[src/rtl/nexys2_input_port_if.sv]
// Board-side bundle for the Nexys2 input port: raw switch/button pins, the
// event clear mask from the CPU, and the conditioned levels and press events.
interface nexys2_input_port_if #(
  parameter int NSW  = 8,
  parameter int NBTN = 4
);
  logic [NSW-1:0]  sw_raw;
  logic [NBTN-1:0] btn_raw;
  logic [NBTN-1:0] evt_clr;
  logic [NSW-1:0]  sw_level;
  logic [NBTN-1:0] btn_level;
  logic [NBTN-1:0] btn_event;
  logic            evt_any;

  modport master (
    output sw_raw,
    output btn_raw,
    output evt_clr,
    input  sw_level,
    input  btn_level,
    input  btn_event,
    input  evt_any
  );

  modport slave (
    input  sw_raw,
    input  btn_raw,
    input  evt_clr,
    output sw_level,
    output btn_level,
    output btn_event,
    output evt_any
  );
endinterface

[src/rtl/nexys2_input_port.sv]
// Nexys2 switch/button conditioner: per-input 2-flop synchronizer and
// counter debouncer, plus sticky button press latches with a clear mask.
module nexys2_input_port #(
  parameter int NSW             = 8,
  parameter int NBTN            = 4,
  parameter int DEBOUNCE_CYCLES = 50000,
  parameter int CW              = $clog2(DEBOUNCE_CYCLES + 1)
) (
  input  logic                clk,
  input  logic                reset,
  nexys2_input_port_if.slave  bus
);

  localparam int NIN = NSW + NBTN;
  localparam logic [CW-1:0] CNT_LAST = CW'(DEBOUNCE_CYCLES - 1);

  logic [NIN-1:0]  raw_in;
  logic [NIN-1:0]  sync1_q;
  logic [NIN-1:0]  sync2_q;
  logic [NIN-1:0]  stable_q;
  logic [NIN-1:0]  stable_d;
  logic [CW-1:0]   cnt_q [NIN];
  logic [CW-1:0]   cnt_d [NIN];
  logic [NBTN-1:0] btn_rise;
  logic [NBTN-1:0] btn_event_q;
  logic [NBTN-1:0] btn_event_d;
  logic            evt_any_q;
  logic            evt_any_d;

  // Buttons sit above switches so one loop handles every input alike.
  assign raw_in = {bus.btn_raw, bus.sw_raw};

  // Synchronizer, debounce state and event latches.
  always_ff @(posedge clk or posedge reset) begin
    if (reset) begin
      sync1_q     <= '0;
      sync2_q     <= '0;
      stable_q    <= '0;
      btn_event_q <= '0;
      evt_any_q   <= 1'b0;
      for (int i = 0; i < NIN; i++) begin
        cnt_q[i] <= '0;
      end
    end else begin
      sync1_q     <= raw_in;
      sync2_q     <= sync1_q;
      stable_q    <= stable_d;
      btn_event_q <= btn_event_d;
      evt_any_q   <= evt_any_d;
      for (int i = 0; i < NIN; i++) begin
        cnt_q[i] <= cnt_d[i];
      end
    end
  end

  // Per-input debounce: any agreeing sample restarts the count.
  always_comb begin
    stable_d = stable_q;
    for (int i = 0; i < NIN; i++) begin
      cnt_d[i] = cnt_q[i];
      if (sync2_q[i] == stable_q[i]) begin
        cnt_d[i] = '0;
      end else if (cnt_q[i] == CNT_LAST) begin
        stable_d[i] = sync2_q[i];
        cnt_d[i]    = '0;
      end else begin
        cnt_d[i] = cnt_q[i] + CW'(1);
      end
    end
  end

  // Press events: a new debounced press beats a same-cycle clear.
  always_comb begin
    btn_rise    = stable_d[NIN-1:NSW] & ~stable_q[NIN-1:NSW];
    btn_event_d = (btn_event_q & ~bus.evt_clr) | btn_rise;
    evt_any_d   = |btn_event_d;
  end

  assign bus.sw_level  = stable_q[NSW-1:0];
  assign bus.btn_level = stable_q[NIN-1:NSW];
  assign bus.btn_event = btn_event_q;
  assign bus.evt_any   = evt_any_q;

endmodule

[src/flat_wrapper.sv]
// flat-port wrapper written by rule: the top's interface ports become plain ports
module nexys2_input_port_flat 
#(
  parameter int NSW             = 8,
  parameter int NBTN            = 4,
  parameter int DEBOUNCE_CYCLES = 50000,
  parameter int CW              = $clog2(DEBOUNCE_CYCLES + 1)
)
  (clk, reset, bus_sw_raw, bus_btn_raw, bus_evt_clr, bus_sw_level, bus_btn_level, bus_btn_event, bus_evt_any);
  nexys2_input_port_if #(.NSW(NSW), .NBTN(NBTN)) bus_i ();
  input  logic clk;
  input  logic reset;
  input wire logic [$bits(bus_i.sw_raw)-1:0] bus_sw_raw;
  input wire logic [$bits(bus_i.btn_raw)-1:0] bus_btn_raw;
  input wire logic [$bits(bus_i.evt_clr)-1:0] bus_evt_clr;
  output wire logic [$bits(bus_i.sw_level)-1:0] bus_sw_level;
  output wire logic [$bits(bus_i.btn_level)-1:0] bus_btn_level;
  output wire logic [$bits(bus_i.btn_event)-1:0] bus_btn_event;
  output wire logic [$bits(bus_i.evt_any)-1:0] bus_evt_any;
  assign bus_i.sw_raw = bus_sw_raw;
  assign bus_i.btn_raw = bus_btn_raw;
  assign bus_i.evt_clr = bus_evt_clr;
  assign bus_sw_level = bus_i.sw_level;
  assign bus_btn_level = bus_i.btn_level;
  assign bus_btn_event = bus_i.btn_event;
  assign bus_evt_any = bus_i.evt_any;
  nexys2_input_port #(.NSW(NSW), .NBTN(NBTN), .DEBOUNCE_CYCLES(DEBOUNCE_CYCLES), .CW(CW)) u_core (.clk(clk), .reset(reset), .bus(bus_i));
endmodule
[config.mk]
export PLATFORM = sky130hd
export DESIGN_NAME = nexys2_input_port_flat
export DESIGN_NICKNAME = d
export VERILOG_FILES = /design/src/rtl/nexys2_input_port_if.sv /design/src/rtl/nexys2_input_port.sv /design/src/flat_wrapper.sv
export SDC_FILE = /design/constraint.sdc
export NUM_CORES = 1
export LEC_CHECK = 0
export ABC_AREA = 1
export BUFFER_PORTS_ARGS = -buffer_cell sky130_fd_sc_hd__buf_2
export CORE_MARGIN = 5
export CORE_UTILIZATION = 35
export CTS_BUF_LIST = sky130_fd_sc_hd__clkbuf_4
export CTS_CLUSTER_SIZE = 8
export DETAILED_ROUTE_END_ITERATION = 10
export GPL_TIMING_DRIVEN = 0
export PLACE_DENSITY_LB_ADDON = 0.3
export SKIP_LAST_GASP = 1
export SLEW_MARGIN = 40
export SYNTH_ARGS = -nofsm -noshare
export SYNTH_HDL_FRONTEND = slang
export SYNTH_SLANG_ARGS = --single-unit
[constraint.sdc]
create_clock -name clk -period 10.9 [get_ports clk]
set_input_delay 2.18 -clock clk [delete_from_list [all_inputs] [get_ports clk]]
set_output_delay 2.18 -clock clk [all_outputs]
set_load 0.005 [all_outputs]
==> results of run 1 <==
-- final cells by class --
| type | instances | area, sq um | share of cell area |
|---|---|---|---|
| flip-flops and latches | 233 | 5830 | 0.434 |
| diodes | 1 | 2.50 | 0.000186 |
| multi-input cells | 1053 | 5230 | 0.390 |
| plain buffers | 1 | 5.00 | 0.000373 |
| inverters | 186 | 706 | 0.0526 |
| repair buffers | 37 | 253 | 0.0188 |
| well taps | 448 | 561 | 0.0418 |
| clock buffers | 92 | 691 | 0.0515 |
| clock inverters | 25 | 139 | 0.0103 |
-- cell usage in the layout, fill, tap and decap left out, types with 40 or more instances in the layout --
master      n
nor3_1     40
dfrtp_1   233
inv_1     172
clkbuf_4   92
nor2_1    318
nand2_1   314
a21oi_1    47
xor2_1     46
nand3_1    90
xnor2_1    40
-- worst paths after layout --
kind	startpoint	endpoint	depth (start not counted)
setup / recovery	u_core.stable_q[9]$_DFF_PP0_	bus_btn_level[1]	1
min in group asynchronous	reset	u_core.bus.btn_event[0]$_DFF_PP0_	2
hold reg to reg	u_core.sync1_q[9]$_DFF_PP0_	u_core.sync2_q[9]$_DFF_PP0_	0
max in group asynchronous	reset	u_core.stable_q[4]$_DFFE_PP0P_	4
hold / removal	u_core.sync1_q[9]$_DFF_PP0_	u_core.sync2_q[9]$_DFF_PP0_	0
setup reg to reg	u_core.stable_q[5]$_DFFE_PP0P_	u_core.cnt_q[111]$_DFF_PP0_	6
-- worst reg2reg max path: cells and delay by family (launching register included) --
family	cells	cell delay (ns)
XOR/XNOR	1	0.63
flip-flops	1	0.40
AND/OR/NAND/NOR	3	0.32
buffers and inverters	2	0.20
-- logic make-up after synthesis --
| family | share of synthesized area |
|---|---|
| adder cells (fa/ha/maj) | 0.0128 |
| XOR/XNOR | 0.0654 |
| AO/OA/AOI/OAI | 0.0306 |
| flip-flops | 0.496 |
| AND/OR/NAND/NOR | 0.336 |
| buffers and inverters | 0.0598 |
-- through the flow --
| step | area (sq um) | worst slack, ns | hold WS [ns] |
|---|---|---|---|
| after detailed placement | 12600 | 7.72 | 0.335 |
| final | 13400 | 7.47 | 0.313 |
| after global placement | 12500 | -0.622 | 0.332 |
| after global routing | 13400 | 7.36 | 0.303 |
| after CTS | 13400 | 7.37 | 0.304 |
| after floorplan | 11800 | 2.33 | 0.331 |
-- power breakdown --
part / internal (mW) / total (mW) / switching, mW
combinational: 0.0212 / 0.0685 / 0.0472
sequential: 0.880 / 0.891 / 0.0106
clock: 0.417 / 0.789 / 0.371
total: 1.32 / 1.75 / 0.429
-- flip-flops by register name, indices dropped and copies added (netlist names) --
| signal | flops |
|---|---|
| u_core.cnt_q | 192 |
| u_core.stable_q | 12 |
| u_core.sync1_q | 12 |
| u_core.sync2_q | 12 |
| u_core.bus.btn_event | 4 |
| u_core.bus.evt_any | 1 |
-- routing by layer --
metal | share of wire | track usage | vias to the layer above
met5 | 0 | 0 | -
met4 | 0.022 | 0.0493 | 0
met3 | 0.035 | 0.0308 | 46
met2 | 0.46 | 0.196 | 101
met1 | 0.49 | 0.157 | 4246
li1 | - | - | 4863
==> flow_metrics.tcl, run 1 <==
set metrics [dict create \
    status "completed" \
    skew_ns 0.0584 \
    portBuffers 34 \
    ff2ff_setup_slack_ns 9.22 \
    grt_max_degree 71 \
    viasPerCell 4.46 \
    ctsRootBufferMaster "clkbuf_4" \
    vias 9256 \
    area_growth_pct 14.0 \
    route.detailed.drc 0 \
    die_w_um 193 \
    synth_top_cell_area_share 0.496 \
    clockBufferDepth 3 \
    antenna_found_initial 1 \
    slew-limit-headroom 0.496 \
    design.core.area_sq_um 33400 \
    criticalPathCategory "reg -> out" \
    drive_gt1_frac 0.148 \
    ys_seq_area_frac 0.496 \
    ys_top_cells_by_count "nor2_1, nand2_1, dfrtp_1" \
    wl_um 22300 \
    final_nets 1610 \
    cp_data_required_time_ns 8.72 \
    ys_warn_count 0 \
    placed_cells 1958 \
    synth-edff-count 0 \
    clock-sinks 233 \
    clkLatencyLatePin_ns 0.69 \
    hold_viol 0 \
    setup_viol 0 \
    timing.fmax_ghz 0.292 \
    syn_nets 1503 \
    cts_hold_buf 0 \
    synth.area.top_cells "dfrtp_1, nor2_1, nand2_1, inv_1, nand3_1" \
    synth_area_sq_um 11800 \
    drt_iter0_drc 532 \
    rsz0062_at_grt "no" \
    grt_pass1_wl_um 39900 \
    period_share 0.315 \
    die_area_sq_um 37400 \
    post-route-min-period_ns 3.43 \
    synth-main-ff-cell "dfrtp_1" \
    initial_core_util 0.353 \
    path_delay_family "flip-flops" \
    grt_use_total 0.122 \
    ctsResizeCount 0 \
    power_mw 1.75 \
    hp-class "reg -> reg" \
    power.leakage_nw 5.93 \
    htree_levels 3 \
    ys_seq_elements 233 \
    start_kind "flop" \
    drtPass1Iterations 4 \
    synth_area_leader_cell "dfrtp_1" \
    wire_per_inst_um 10.7 \
    maxCapViolCount 0 \
    place.gp.congestion 0.794 \
    avgSynthCellArea_sq_um 7.99 \
    power_density_nw_per_um2 130 \
    ir_worst_vdd_mv 0.0682 \
    post-cts-setup-buffers 0 \
    numCtsBuffers 68 \
    crit_chain "buf_2" \
    nFillCells 3506 \
    finalNonFillerCells 2076 \
    drv_slew 0 \
    crit_fanout 4 \
    critical_path_arrival_ns 1.25 \
    overflow 0 \
    cts_tree "done" \
    dpl.hpwl_um 15400 \
    async_reset_ff_frac 1.00 \
    die_h_um 193 \
    cts.clk_slew.worst_paths_ns 0.07 \
    ant_nets 0 \
    utilization 0.402 \
    std_cell_rows 67 \
    synth.most_common_cell "nor2_1" \
    crit_buf_inv 1 \
    ios 35 \
    fin_setup_tns_ns 0 \
    slowest_delay_ns 0.42 \
    worst_pin_slew_ns 0.750 \
    slowest_stage "dfrtp_1" \
    syn_inst 1473 \
    end_kind "output port" \
    grt_pass1_vias 9148 \
    synth_cell_types 29 \
]
(Power assumes the default switching activity.)
==> run 2, diff against run 1 <==
- clock period: 10.9 -> 3.5 ns (I/O delays scaled with it)
==> run 2 against run 1 <==
Net effect:
- sequential share of layout area fell by 0.65 points
- cell count up 0.43%
- clock skew fell by 0.015 ns
- sequential power rose to 3.1 times the previous value
- largest cell class unchanged
- largest power group unchanged
- combinational power rose to 3.5 times the previous value
- clock-buffer cell count grew 1
- cell area up 1.5%
- register-to-register slack worse by 7.4 ns
- power rose to 3.2 times the previous value
- worst setup slack got worse by 5.9 ns
- die area is the same
==> flow_metrics.tcl, run 2 (same netlist as run 1, synthesis figures left out) <==
set metrics [dict create \
    status "completed" \
    largest_reg_flops 192 \
    hold_viol 0 \
    hp-class "in -> reg" \
    grt_use_total 0.124 \
    clockBufferDepth 3 \
    post-cts-setup-buffers 0 \
    design.core.area_sq_um 33400 \
    ctsRootBufferMaster "clkbuf_4" \
    post-route-min-period_ns 1.94 \
    power_mw 5.55 \
    rsz0062_at_grt "no" \
    ant_nets 0 \
    seq_area_sq_um 5830 \
    std_cell_rows 67 \
    power_density_nw_per_um2 407 \
    ir_worst_vdd_mv 0.207 \
    crit_fanout 4 \
    drt_iter0_drc 364 \
    end_kind "output port" \
    wire_per_inst_um 10.8 \
    portBuffers 34 \
    hold_depth 1 \
    die_h_um 193 \
    drive_gt1_frac 0.150 \
    regToRegStartpoint "u_core.stable_q[5]$_DFFE_PP0P_" \
    utilization 0.408 \
    power.leakage_nw 6.02 \
    crit_buf_inv 1 \
    grt_pass1_wl_um 40800 \
    worst_pin_slew_ns 0.791 \
    cts.clk_slew.worst_paths_ns 0.06 \
    slowest_stage "dfrtp_1" \
    layout_commonest_cell "nor2_1" \
    hold_end "u_core.sync1_q[11]$_DFF_PP0_" \
    overflow 0 \
    drtPass1Iterations 5 \
    clock-sinks 233 \
    cts_tree "done" \
    antenna_found_initial 1 \
    crit_chain "buf_2" \
    dpl.hpwl_um 16000 \
    die_area_sq_um 37400 \
    cp_data_required_time_ns 2.80 \
    die_w_um 193 \
    viasPerCell 4.46 \
    wl_um 22500 \
    largest_register "u_core.cnt_q" \
    ff2ff_setup_slack_ns 1.83 \
    start_kind "flop" \
    period_share 0.553 \
    setup_viol 0 \
    slew-limit-headroom 0.469 \
    grt_max_degree 26 \
    grt_pass1_vias 9156 \
    vias 9292 \
    reg2regPathDepth 6 \
    preCtsSetupSlack_ns 1.77 \
    hold_start "bus_btn_raw[3]" \
    numCtsBuffers 68 \
    skew_ns 0.0429 \
    critical_path.reg2reg.endpoint "u_core.cnt_q[105]$_DFF_PP0_" \
    route.detailed.drc 0 \
    multi_input_area_sq_um 5230 \
    area_growth_pct 15.8 \
    slowest_delay_ns 0.43 \
    htree_levels 3 \
    maxCapViolCount 0 \
    criticalPathCategory "reg -> out" \
    timing.fmax_ghz 0.517 \
    ios 35 \
    initial_core_util 0.353 \
    critical_path_arrival_ns 1.24 \
    path_delay_family "flip-flops" \
    worst_slack_ns 1.56 \
    final_cell_mix "nor2_1, nand2_1, dfrtp_1" \
    drv_slew 0 \
    final_nets 1619 \
    nFillCells 3472 \
    place.gp.congestion 0.800 \
    fin_setup_tns_ns 0 \
    clkLatencyLatePin_ns 0.66 \
]
[run 2: area by class of cell]
| class | instances | area share |
|---|---|---|
| Tap cell | 448 | 0.0412 |
| Multi-Input combinational cell | 1053 | 0.384 |
| Sequential cell | 233 | 0.428 |
| Timing Repair Buffer | 46 | 0.0327 |
| Inverter | 186 | 0.0515 |
| Clock inverter | 24 | 0.0107 |
| Clock buffer | 93 | 0.0513 |
| Antenna cell | 1 | 0.000184 |
| Buffer | 1 | 0.000367 |
[run 2: how the worst max path moves through the flow]
stage / to / slack, ns / cells past startpoint / start
floorplan: u_core.bus.btn_event[0]$_DFF_PP0_ / -0.25 / 1 / reset
global placement: u_core.cnt_q[79]$_DFF_PP0_ / -1.82 / 2 / reset
detailed placement: u_core.cnt_q[28]$_DFF_PP0_ / 1.77 / 6 / reset
CTS: bus_btn_level[0] / 1.45 / 1 / u_core.stable_q[8]$_DFF_PP0_
global route: bus_btn_level[0] / 1.43 / 1 / u_core.stable_q[8]$_DFF_PP0_
finish: bus_btn_level[0] / 1.56 / 1 / u_core.stable_q[8]$_DFF_PP0_
[run 2: report_power, final]
part           internal (mW)  leakage (nW)  total [mW]  switching, mW
sequential              2.74          3.17        2.77         0.0324
combinational         0.0875          2.35       0.240          0.152
clock                   1.38         0.501        2.53           1.16
total                   4.20          6.02        5.55           1.34
[run 2: repair_timing]
item / 4_1_cts / 5_1_grt
resized for setup: 0 / 0
endpoints found under the hold margin: 8 / 0
hold buffers: 1 / 0
[run 2: stage by stage]
stage | std cells | hold WS [ns] | cell area [sq um]
after global routing | 2085 | 0.0725 | 13600
after detailed placement | 1966 | 0.336 | 12800
after floorplan | 1473 | 0.331 | 11800
after global placement | 1955 | 0.332 | 12500
after CTS | 2084 | 0.0636 | 13600
final | 2085 | 0.142 | 13600
[run 2: layer usage]
metal	vias up	track usage	wire length [um]
met4	0	0.0454	361
li1	4879	-	-
met2	106	0.199	10400
met5	-	0	0
met3	28	0.0337	918
met1	4279	0.162	10800
